$ cat config.mk
export PLATFORM = sky130hd
export DESIGN_NAME = bcd_digit_accumulator
export DESIGN_NICKNAME = d
export VERILOG_FILES = /design/src/rtl/bcd_digit_accumulator.sv
export SDC_FILE = /design/constraint.sdc
export NUM_CORES = 1
export LEC_CHECK = 0
export ABC_AREA = 0
export CAP_MARGIN = 20
export CORE_AREA = 2 2 65 67
export DETAILED_ROUTE_END_ITERATION = 8
export DIE_AREA = 0 0 67 69
export PLACE_DENSITY = 0.82
export SYNTH_ARGS = -nofsm -noshare
export SYNTH_HDL_FRONTEND = slang
export SYNTH_SLANG_ARGS = --single-unit
$ cat constraint.sdc
create_clock -name clk -period 6.1 [get_ports clk]
set_clock_uncertainty 0.1 [all_clocks]
set_input_delay 1.83 -clock clk [delete_from_list [all_inputs] [get_ports clk]]
set_output_delay 1.83 -clock clk [all_outputs]
set_load 0.05 [all_outputs]
$ cat src/rtl/bcd_digit_accumulator.sv
// Serial BCD digit accumulator: builds the binary and packed-BCD value of an
// MSD-first digit stream and holds the result on a valid/ready output.
module bcd_digit_accumulator #(
  parameter int NUM_DIGITS = 4,
  parameter int BIN_W      = 14,
  parameter int CNT_W      = $clog2(NUM_DIGITS + 1)
) (
  input  logic                    clk,
  input  logic                    rst,
  input  logic [3:0]              bcd,
  input  logic                    bcd_valid,
  input  logic                    bcd_last,
  output logic                    bcd_ready,
  output logic [BIN_W-1:0]        bin_out,
  output logic [4*NUM_DIGITS-1:0] bcd_packed,
  output logic [CNT_W-1:0]        digit_count,
  output logic                    err,
  output logic                    out_valid,
  input  logic                    out_ready
);

  typedef enum logic {ACCUM = 1'b0, HOLD = 1'b1} state_t;

  state_t                  state_q, state_d;
  logic [BIN_W-1:0]        bin_q, bin_d;
  logic [4*NUM_DIGITS-1:0] pk_q, pk_d;
  logic [CNT_W-1:0]        cnt_q, cnt_d;
  logic                    err_q, err_d;

  // Horner step; BIN_W is sized so the product never wraps.
  function automatic logic [BIN_W-1:0] mac10(input logic [BIN_W-1:0] acc,
                                             input logic [3:0] digit);
    return acc * BIN_W'(10) + BIN_W'(digit);
  endfunction

  always_comb begin
    state_d = state_q;
    bin_d   = bin_q;
    pk_d    = pk_q;
    cnt_d   = cnt_q;
    err_d   = err_q;
    case (state_q)
      ACCUM: begin
        if (bcd_valid) begin
          if (bcd > 4'd9) begin
            err_d = 1'b1;
          end else if (cnt_q == CNT_W'(NUM_DIGITS)) begin
            err_d = 1'b1;
          end else begin
            bin_d = mac10(bin_q, bcd);
            pk_d  = {pk_q[4*NUM_DIGITS-5:0], bcd};
            cnt_d = cnt_q + CNT_W'(1);
          end
          if (bcd_last) state_d = HOLD;
        end
      end
      HOLD: begin
        if (out_ready) begin
          state_d = ACCUM;
          bin_d   = '0;
          pk_d    = '0;
          cnt_d   = '0;
          err_d   = 1'b0;
        end
      end
      default: state_d = ACCUM;
    endcase
  end

  always_ff @(posedge clk) begin
    if (rst) begin
      state_q <= ACCUM;
      bin_q   <= '0;
      pk_q    <= '0;
      cnt_q   <= '0;
      err_q   <= 1'b0;
    end else begin
      state_q <= state_d;
      bin_q   <= bin_d;
      pk_q    <= pk_d;
      cnt_q   <= cnt_d;
      err_q   <= err_d;
    end
  end

  assign bcd_ready   = (state_q == ACCUM);
  assign out_valid   = (state_q == HOLD);
  assign bin_out     = bin_q;
  assign bcd_packed  = pk_q;
  assign digit_count = cnt_q;
  assign err         = err_q;

endmodule

[After elaboration in Yosys (flattened, before gate mapping)]
Cells that the tools add are included.
Word-level totals
  memories: 0
  word-level logic and storage cells: 42
  ROM bits: 0
  input port bits: 9
  flip-flop bits (word level): 35
  output and inout port bits: 36
  latch bits: 0
  memory bits (writable): 0
Cells by class
  $mul: 1
  muxes and demuxes: 24
  shift operators: 0
  add/subtract/negate cells: 2
  divide/modulo/power cells: 0
  bitwise operators: 1
  $lt $le $gt $ge: 1
  reductions and logical operators: 2
  eq/ne operators: 6
Operator list (number)
  two-way mux 16 bit: 4
  two-way mux 14 bit: 4
  one-hot mux 16 bit (2 select lines): 1
  one-hot mux 14 bit (2 select lines): 1
  adder 14 x 4 -> 14 bit: 1
  multiplier 14 x 3 -> 13 bit (second input constant): 1
  two-way mux 3 bit: 4
  != test 2 bit (second input constant): 4
  two-way mux 1 bit: 7
  one-hot mux 3 bit (2 select lines): 1
  > comparator 4 bit (second input constant): 1
  one-hot mux 1 bit (2 select lines): 2
  AND reduction 4 bit: 1
  adder 3 x 1 -> 3 bit (second input constant): 1
  == test 3 bit (second input constant): 1
  != test 3 x 1 -> 1 bit (second input constant): 1
  AND reduction 3 bit: 1
  NOT 1 bit: 1

[Logic depth before layout (Yosys ltp)]
Gate-level depths: netlist of run 1.
  depth in word-level cells: 6
  gate-level depth with buffers: 10
  mapped depth without buffers: 10

[Worst setup path after synthesis of run 1]
Ideal clock, no wire load.
  path kind: input-to-reg
  start point: input port bcd[1]
  end point: register bin_q[13] (netlist: bin_out[13])
  buffers on the path: 0
  arrival: 3.404 ns
  library setup time: 0.117 ns
  setup slack: 2.479 ns
  stages on the path: 9
  required time: 5.883 ns
  path through: ha_1 -> fa_1 -> a21o_1 -> nand2_1 -> nor2_1 -> and3_1 -> and4_1 -> xnor2_1 -> a22o_1
Between the ends
  longest elaborated chain between the ends: 5
  elaborated cells on any way between the ends: 8
  those cells by class: 1 x add/sub; 1 x order compare; 1 x eq/ne; 4 x mux; 1 x reduce/logical
RTL lines
  start: declaration: line 10  | input logic [3:0] bcd,
  adder 14 x 4 -> 14 bit: line 33  | return acc * BIN_W'(10) + BIN_W'(digit);
  two-way mux 14 bit: line 47  | end else if (cnt_q == CNT_W'(NUM_DIGITS)) begin
  two-way mux 14 bit: line 45  | if (bcd > 4'd9) begin
  two-way mux 14 bit: line 44  | if (bcd_valid) begin
  one-hot mux 14 bit (2 select lines): line 42  | case (state_q)
  end signal: assignment: line 79  | bin_q <= bin_d;
  end: declaration: line 25  | logic [BIN_W-1:0] bin_q, bin_d;
Several ways; a longest one is shown, not always the timed one. The select of a mux whose other input is x is not followed.
A chain may end at the register's enable or synchronous reset.

[Worst setup path after layout of run 1]
  start point: input port bcd[2]
  end point: register cnt_q[2] (netlist: digit_count[2])
Between the ends
  longest elaborated chain between the ends: 3
RTL lines
  > comparator 4 bit: line 45
  != test 2 bit (no source line)
  AND reduction 4 bit (no source line)
  end signal: assignment: line 81  | cnt_q <= cnt_d;
  end: declaration: line 27  | logic [CNT_W-1:0] cnt_q, cnt_d;
No other way between the ends.

==> results of run 1 <==
-- cell families after synthesis --
family	after synthesis	share of synthesized area, %
AOI/OAI and AO/OA	54	20.1
xor gates and xnor gates	18	7.73
adders and majority gates	26	16.7
buffers and inverters	18	3.74
DFF	34	33.4
and+or+nand+nor	78	18.4
-- per-layer routing --
layer  vias up  wire, microns
met4         0             86
met3        10            271
li1        919              -
met1       854           2160
met2        58           2250
met5         -              0
-- cell usage in the layout (no fill, tap or decap), types with 3 or more instances in the layout --
cell type / instances
xor2_1: 6
clkbuf_8: 6
nor2b_1: 3
clkdlybuf4s50_1: 44
a22o_1: 3
a22oi_1: 25
ha_1: 24
and3_1: 7
nor3_1: 4
dfxtp_1: 34
xnor2_1: 12
a21o_1: 5
inv_1: 6
nand2_1: 12
nor2_1: 35
nand3_1: 5
a21oi_1: 6
-- area by class of cell --
cell class	instances	area (sq um)	area share [%]
Multi-Input combinational cell	176	1290	49.0
Sequential cell	34	681	25.9
Timing Repair Buffer	47	483	18.4
Clock buffer	7	86.3	3.29
Tap cell	50	62.6	2.38
Inverter	6	22.5	0.858
Clock inverter	1	5.00	0.191
-- report_power, final --
part           total (W)  switching, W  internal (W)  leakage [nW]
clock network   0.000170     0.0000789     0.0000909        0.0482
registers       0.000239    0.00000960      0.000230         0.276
logic           0.000126     0.0000774     0.0000488         0.840
total           0.000535      0.000166      0.000369          1.16
-- sequential cells by signal, summed over array words and instances (netlist names) --
name / flops
bcd_packed: 15
err: 1
bin_out: 14
digit_count: 3
out_valid: 1
-- cell usage after synthesis (3+ instances only) --
cell	number	area [sq um]
dfxtp_1	34	681
xnor2_1	12	105
a22oi_1	25	188
buf_2	3	15.0
a21oi_1	7	35.0
inv_1	6	22.5
nor2b_1	3	18.8
nand3_1	5	25.0
nor2_1	35	131
a22o_1	3	26.3
xor2_1	6	52.6
nand2_1	12	45.0
clkbuf_1	7	26.3
a21o_1	5	37.5
ha_1	24	300
nor3_1	4	20.0
and3_1	7	43.8
-- worst paths after layout --
path	from	to	depth (start not counted)
max	bcd[2]	digit_count[2]	8
min	bin_out[13]	bin_out[13]	1
max reg2reg	bin_out[1]	bin_out[13]	10
min reg2reg	bin_out[13]	bin_out[13]	1
-- through the flow --
step                instances  total power, W  utilization (%)  setup slack, ns
finish                    321        0.000535             67.1             2.10
global route              321        0.000558             67.1             1.94
CTS                       320        0.000535             66.4             2.11
detailed placement        312        0.000366             64.1             1.84
global placement          312        0.000365             64.1             1.90
floorplan                 228        0.000330                -             2.48
==> results_dict.tcl, run 1 <==
set metrics [dict create \
    grt_pass1_wl_microns 7870 \
    synth_cell_type_count 41 \
    clk_latency_ns 0.29 \
    max_slew.worst_pin.slew_ns 0.717 \
    worstPathMaxFanout 15 \
    met2_usage_pct 32.3 \
    ys_async_sr_fraction_pct 0 \
    synth_top_flop_cell "dfxtp_1" \
    yosysSeqAreaShare_pct 33.4 \
    drc 0 \
    start_util_pct 52.1 \
    cts_made_buffers 5 \
    fin_area_sq_um 2630 \
    die_area_sq_um 4620 \
    crit_slowest_cell "clkdlybuf4s50_1" \
    rsz0062_at_grt "no" \
    peakVddDrop_mv 0.155 \
    min_period_ns 4.00 \
    crit_arrival_ns 4.09 \
    vias 1841 \
    die_x_microns 67 \
    hold_viol 0 \
    synth_edf_count 0 \
    postRouteAntennaNets 0 \
    cts_setup_buffers 0 \
    grt.overflow.total 0 \
    wirelength_microns 4770 \
    port-buffer-count 44 \
    nNetsFinal 305 \
    htreeDepth 2 \
    synth_fp_nets 263 \
    setup-violations-final 0 \
    root_buffer "clkbuf_8" \
    avgViaCountPerCell 5.74 \
    clock-sinks 34 \
    hold_buffers 0 \
    clk_pin_slew_ns 0.07 \
    status "completed" \
    slew_violations 0 \
    setup_tns_ns 0 \
    syn_inst 228 \
    cts_tree "yes" \
    first_global_vias 1666 \
    cts.repair.resized 0 \
    cpPeakStageDelay_ns 0.57 \
    post-route-period-util_pct 65.6 \
    place_area_sq_um 2510 \
    n_antenna_cell 0 \
    ys_warn_count 0 \
    hpwl_microns 3360 \
    synth_area_per_cell_sq_um 8.94 \
    path_class "in -> reg" \
    row_count 23 \
    grt_util_met3_pct 4.89 \
    gp_congestion 0.809 \
    clockBufferDepth 2 \
    powerDensity_nw_per_um2 204 \
    die_h_microns 69 \
    fin_hold_ws_ns 0.404 \
    dr.pass1.iters 4 \
    grt_util_all_layers_pct 21.9 \
    drtIter0Drc 88 \
    io_pins 45 \
    grt_max_degree 31 \
    r2r_slack_ns 3.06 \
    critical_path_buf_inv_count 2 \
    grt_util_met1_pct 30.5 \
    top_usage_layer "met2" \
    crit_top_cell "and3_1" \
    end_kind "register" \
    drive_gt1_share_pct 5.17 \
    syn_area_sq_um 2040 \
    clock.fmax_mhz 250 \
    routedWlPerCell_microns 14.9 \
    cp_top_family "buffers and inverters" \
    min_path_type "reg -> reg" \
    n_fill_cell 340 \
    core_area_sq_um 3910 \
    ys_ff_latch 34 \
    area_delta_synth_final_pct 28.8 \
    cp-start-kind "primary input" \
    max-cap-violations 0 \
    path_cells "clkdlybuf4s50_1 > o21ai_0 > and3_1 > a21oi_2 > buf_4 > nand2b_1 > xnor2_1 > and3_1" \
    max_slew_margin_pct 52.2 \
    antenna_found_initial 0 \
    worstPathRequired_ns 6.18 \
    total_leakage_power_nw 1.16 \
]
Power figures use the tool's default switching activity.
==> run 2, diff against run 1 <==
--- a/config.mk
+++ b/config.mk
@@ -7,10 +7,10 @@
 export LEC_CHECK = 0
 export ABC_AREA = 0
 export CAP_MARGIN = 20
-export CORE_AREA = 2 2 65 67
+export CORE_AREA = 2 2 67 69
 export DETAILED_ROUTE_END_ITERATION = 8
-export DIE_AREA = 0 0 67 69
-export PLACE_DENSITY = 0.82
+export DIE_AREA = 0 0 69 71
+export PLACE_DENSITY = 0.78
 export SYNTH_ARGS = -nofsm -noshare
 export SYNTH_HDL_FRONTEND = slang
 export SYNTH_SLANG_ARGS = --single-unit
==> constraint.sdc (replaced) <==
create_clock -name clk -period 4.1 [get_ports clk]
set_clock_uncertainty 0.1 [all_clocks]
set_input_delay 1.23 -clock clk [delete_from_list [all_inputs] [get_ports clk]]
set_output_delay 1.23 -clock clk [all_outputs]
set_load 0.05 [all_outputs]
==> run 2 against run 1 <==
Effect of this change: power rose by 57%; global-route usage is 2.5 points lower; largest power group unchanged; critical endpoint is now bin_out[12]; combinational power up 45%; largest cell class unchanged; critical path type unchanged; setup slack worse by 1.3 ns; via count shrank 2.0%; flip-flop and latch count stayed put.
==> results_dict.tcl, run 2 (same netlist as run 1, synthesis figures left out) <==
set metrics [dict create \
    max-cap-violations 0 \
    hold_buffers 0 \
    slew_violations 0 \
    io_pins 45 \
    drtIter0Drc 89 \
    timing.final.ws_setup_ns 0.814 \
    die_x_microns 69 \
    min_period_ns 3.29 \
    setup-violations-final 0 \
    cp-endpoint "bin_out[12]" \
    final_util_pct 62.4 \
    grt_max_degree 26 \
    root_buffer "clkbuf_8" \
    dr.pass1.iters 4 \
    post-route-period-util_pct 80.2 \
    avgViaCountPerCell 5.59 \
    clock.fmax_mhz 304 \
    status "completed" \
    worstPathRequired_ns 4.18 \
    place_ws_ns 0.515 \
    crit_start "bcd[2]" \
    grt_util_all_layers_pct 19.3 \
    total_leakage_power_nw 1.16 \
    start_util_pct 48.5 \
    cp-start-kind "primary input" \
    gp_congestion 0.835 \
    max_slew_margin_pct 60.8 \
    r2r_slack_ns 1.02 \
    drc 0 \
    grt.overflow.total 0 \
    stdcell_count 323 \
    peakVddDrop_mv 0.275 \
    clk_latency_ns 0.29 \
    rsz0062_at_grt "no" \
    antenna_found_initial 0 \
    max_slew.worst_pin.slew_ns 0.581 \
    clockBufferDepth 2 \
    cts_setup_buffers 0 \
    cts.repair.resized 0 \
    r2r_start "bin_out[3]" \
    routedWlPerCell_microns 14.4 \
    largest_reg_flops 15 \
    grt_pass1_wl_microns 7690 \
    reg2regPathDepth 10 \
    nNetsFinal 305 \
    crit_arrival_ns 3.37 \
    wirelength_microns 4650 \
    vias 1805 \
    area_delta_synth_final_pct 28.7 \
    end_kind "register" \
    port-buffer-count 44 \
    cts_tree "yes" \
    die_area_sq_um 4900 \
    n_fill_cell 388 \
    clk_pin_slew_ns 0.07 \
    place_area_sq_um 2520 \
    placedCellCount 315 \
    final_common_cell "clkdlybuf4s50_1" \
    path_class "in -> reg" \
    clock-sinks 34 \
    die_h_microns 71 \
    core_area_sq_um 4200 \
    first_global_vias 1649 \
    r2r-end "bin_out[13]" \
    final_cell_mix "clkdlybuf4s50_1 (44), nor2_1 (35), dfxtp_1 (34)" \
    hpwl_microns 3360 \
    min_path_type "reg -> reg" \
    n_antenna_cell 0 \
    htreeDepth 2 \
    powerDensity_nw_per_um2 320 \
    postRouteAntennaNets 0 \
    cts_made_buffers 5 \
    hold_viol 0 \
    drive_gt1_share_pct 4.80 \
    fin_area_sq_um 2620 \
    worstPathMaxFanout 4 \
    setup_tns_ns 0 \
    row_count 24 \
]
[run 2: where the power goes]
group | internal, W | switching (W)
clock network | 0.000182 | 0.000118
registers | 0.000341 | 0.0000144
logic | 0.0000700 | 0.000113
[run 2: worst max-delay path, cell delays in order]
cell and delay, ns:
clkdlybuf4s50_1 0.50, ha_1 0.32, a21o_1 0.10, nand2_1 0.06
a21boi_0 0.29, and4_1 0.31, nand4_1 0.14, xnor2_1 0.16
a22o_1 0.25
[run 2: metal layers]
layer  vias up  part of all wire [%]  GRT usage, %
met3         7                   4.9          4.27
met2        40                    44          30.6
li1        918                     -             -
met1       840                    49          26.2
met5         -                     0             0
met4         0                   1.4          6.75
[run 2: worst min path at each step]
stage,start,endpoint,slack [ns],depth (start not counted)
6_report,bin_out[13],bin_out[13],0.38,1
3_5_place_dp,bin_out[13],bin_out[13],0.37,1
3_3_place_gp,bin_out[13],bin_out[13],0.37,1
4_1_cts,bin_out[13],bin_out[13],0.39,1
2_1_floorplan,bin_out[5],bin_out[5],0.66,2
5_1_grt,bin_out[13],bin_out[13],0.44,1
[run 2: area by class of cell]
| type | instances | area (sq um) | share of cell area, % |
|---|---|---|---|
| clock inverter | 1 | 30.0 | 1.14 |
| clock buffer | 7 | 76.3 | 2.91 |
| inverter | 6 | 22.5 | 0.858 |
| sequential | 34 | 681 | 25.9 |
| tap | 52 | 65.1 | 2.48 |
| multi-input combinational | 176 | 1290 | 49.0 |
| timing repair buffer | 47 | 463 | 17.6 |
[run 2: metrics by stage]
stage               total power, W  hold slack (ns)
floorplan                 0.000490            0.662
detailed placement        0.000545            0.369
finish                    0.000839            0.380
global placement          0.000544            0.370
global route              0.000876            0.440
CTS                       0.000846            0.386
==> run 3, diff against run 2 <==
==> constraint.sdc (replaced) <==
create_clock -name clk -period 3.14 [get_ports clk]
set_clock_uncertainty 0.1 [all_clocks]
set_input_delay 0.942 -clock clk [delete_from_list [all_inputs] [get_ports clk]]
set_output_delay 0.942 -clock clk [all_outputs]
set_load 0.05 [all_outputs]
==> run 3 against run 2 <==
Effect of this change: clock-buffer cell count is 1 lower; first-iteration DRC count up 28%; highest routed layer unchanged; non-clock buffer count grew 8; global-route usage up 0.074 points; critical path type is now reg -> reg; largest power group unchanged; critical endpoint is now bin_out[13].
==> results_dict.tcl, run 3 (same netlist as run 1, synthesis figures left out) <==
set metrics [dict create \
    root_buffer "clkbuf_8" \
    vias 1834 \
    start_util_pct 48.5 \
    cts.repair.resized 0 \
    grt_util_all_layers_pct 19.4 \
    min_path_type "reg -> reg" \
    clock-sinks 34 \
    drive_gt1_share_pct 7.94 \
    hpwl_microns 3450 \
    io_pins 45 \
    hold_buffers 0 \
    path_class "reg -> reg" \
    placedCellCount 323 \
    row_count 24 \
    post-route-period-util_pct 95.0 \
    routedWlPerCell_microns 14.3 \
    cts_setup_buffers 0 \
    max-cap-violations 0 \
    clk_latency_ns 0.27 \
    n_antenna_cell 0 \
    hold_depth 1 \
    postRouteAntennaNets 0 \
    cts_made_buffers 5 \
    clockBufferDepth 2 \
    final_common_cell "clkdlybuf4s50_1" \
    grt_pass1_wl_microns 7930 \
    setup_tns_ns 0 \
    first_global_vias 1755 \
    wirelength_microns 4690 \
    drc 0 \
    hold_viol 0 \
    avgViaCountPerCell 5.57 \
    stdcell_count 329 \
    end_kind "register" \
    nNetsFinal 313 \
    die_x_microns 69 \
    final_cell_mix "clkdlybuf4s50_1 (44), nor2_1 (35), dfxtp_1 (33)" \
    max_slew.worst_pin.slew_ns 0.590 \
    crit_arrival_ns 3.05 \
    worstPathMaxFanout 5 \
    core_area_sq_um 4200 \
    die_h_microns 71 \
    largest_reg_flops 15 \
    setup-violations-final 0 \
    grt_max_degree 26 \
    total_leakage_power_nw 1.19 \
    worstPathRequired_ns 3.21 \
    die_area_sq_um 4900 \
    dr.pass1.iters 5 \
    grt.overflow.total 0 \
    powerDensity_nw_per_um2 385 \
    finalPower_w 0.00102 \
    clk_pin_slew_ns 0.06 \
    cts_tree "yes" \
    min_period_ns 2.98 \
    rsz0062_at_grt "no" \
    gp_congestion 0.788 \
    drtIter0Drc 114 \
    slew_violations 0 \
    area_delta_synth_final_pct 30.5 \
    clock.fmax_mhz 335 \
    status "completed" \
    peakVddDrop_mv 0.296 \
    htreeDepth 2 \
    antenna_found_initial 0 \
    max_slew_margin_pct 60.2 \
    reg2regPathDepth 10 \
    port-buffer-count 44 \
    cp-start-kind "register" \
    fin_hold_ws_ns 0.392 \
]
==> run 3: changes by cell type in the layout (fill, tap and decap cells not counted) <==
cell       before  now
clkbuf_8        5    6
bufinv_16       1    0
dfxtp_1        34   33
clkbuf_1        2    0
dfxtp_2         0    1
buf_4           3   11
==> run 3: critical path, stage by stage, from the launching register on <==
cell,delay [ns]
dfxtp_2,0.35
ha_1,0.30
ha_1,0.23
fa_1,0.42
a21o_1,0.23
a221oi_2,0.36
xnor2_1,0.22
and3b_1,0.22
and4_1,0.21
xnor2_1,0.08
a22o_1,0.17
==> run 3: final cells by class <==
cell class                 instances  area, sq um
clock buffer                       6         82.6
fill                             386         1540
inverter                           6         22.5
multi-input combinational        176         1290
sequential                        34          682
tap                               52         65.1
timing repair buffer              55          523
==> run 3: path summary, 6_finish.rpt <==
path	startpoint	end	slack [ns]
worst min register to register	bin_out[13]	bin_out[13]	0.39
worst max-delay path	bin_out[1]	bin_out[13]	0.16
worst min-delay path	bin_out[13]	bin_out[13]	0.39
worst max register to register	bin_out[1]	bin_out[13]	0.16
==> run 3: layer usage <==
metal | up-vias | track usage (%) | wire [microns]
li1 | 932 | - | -
met1 | 849 | 25.9 | 2240
met2 | 49 | 32.6 | 2190
met3 | 4 | 4.27 | 238
met4 | 0 | 3.92 | 20
met5 | - | 0 | 0
==> run 3: through the flow <==
step | util, % | setup slack (ns) | cell area, sq um
after floorplan | - | 0.0221 | 2040
after global placement | 61.3 | -0.0750 | 2580
after detailed placement | 61.3 | -0.128 | 2580
after CTS | 63.3 | 0.144 | 2660
after global routing | 63.3 | 0.0123 | 2660
final | 63.3 | 0.156 | 2660
==> run 3: power by group <==
group	internal, W	switching [W]	leakage, nW
Clock	0.000169	0.000143	0.0431
Sequential	0.000446	0.0000160	0.276
Combinational	0.0000978	0.000153	0.873
Total	0.000713	0.000311	1.19
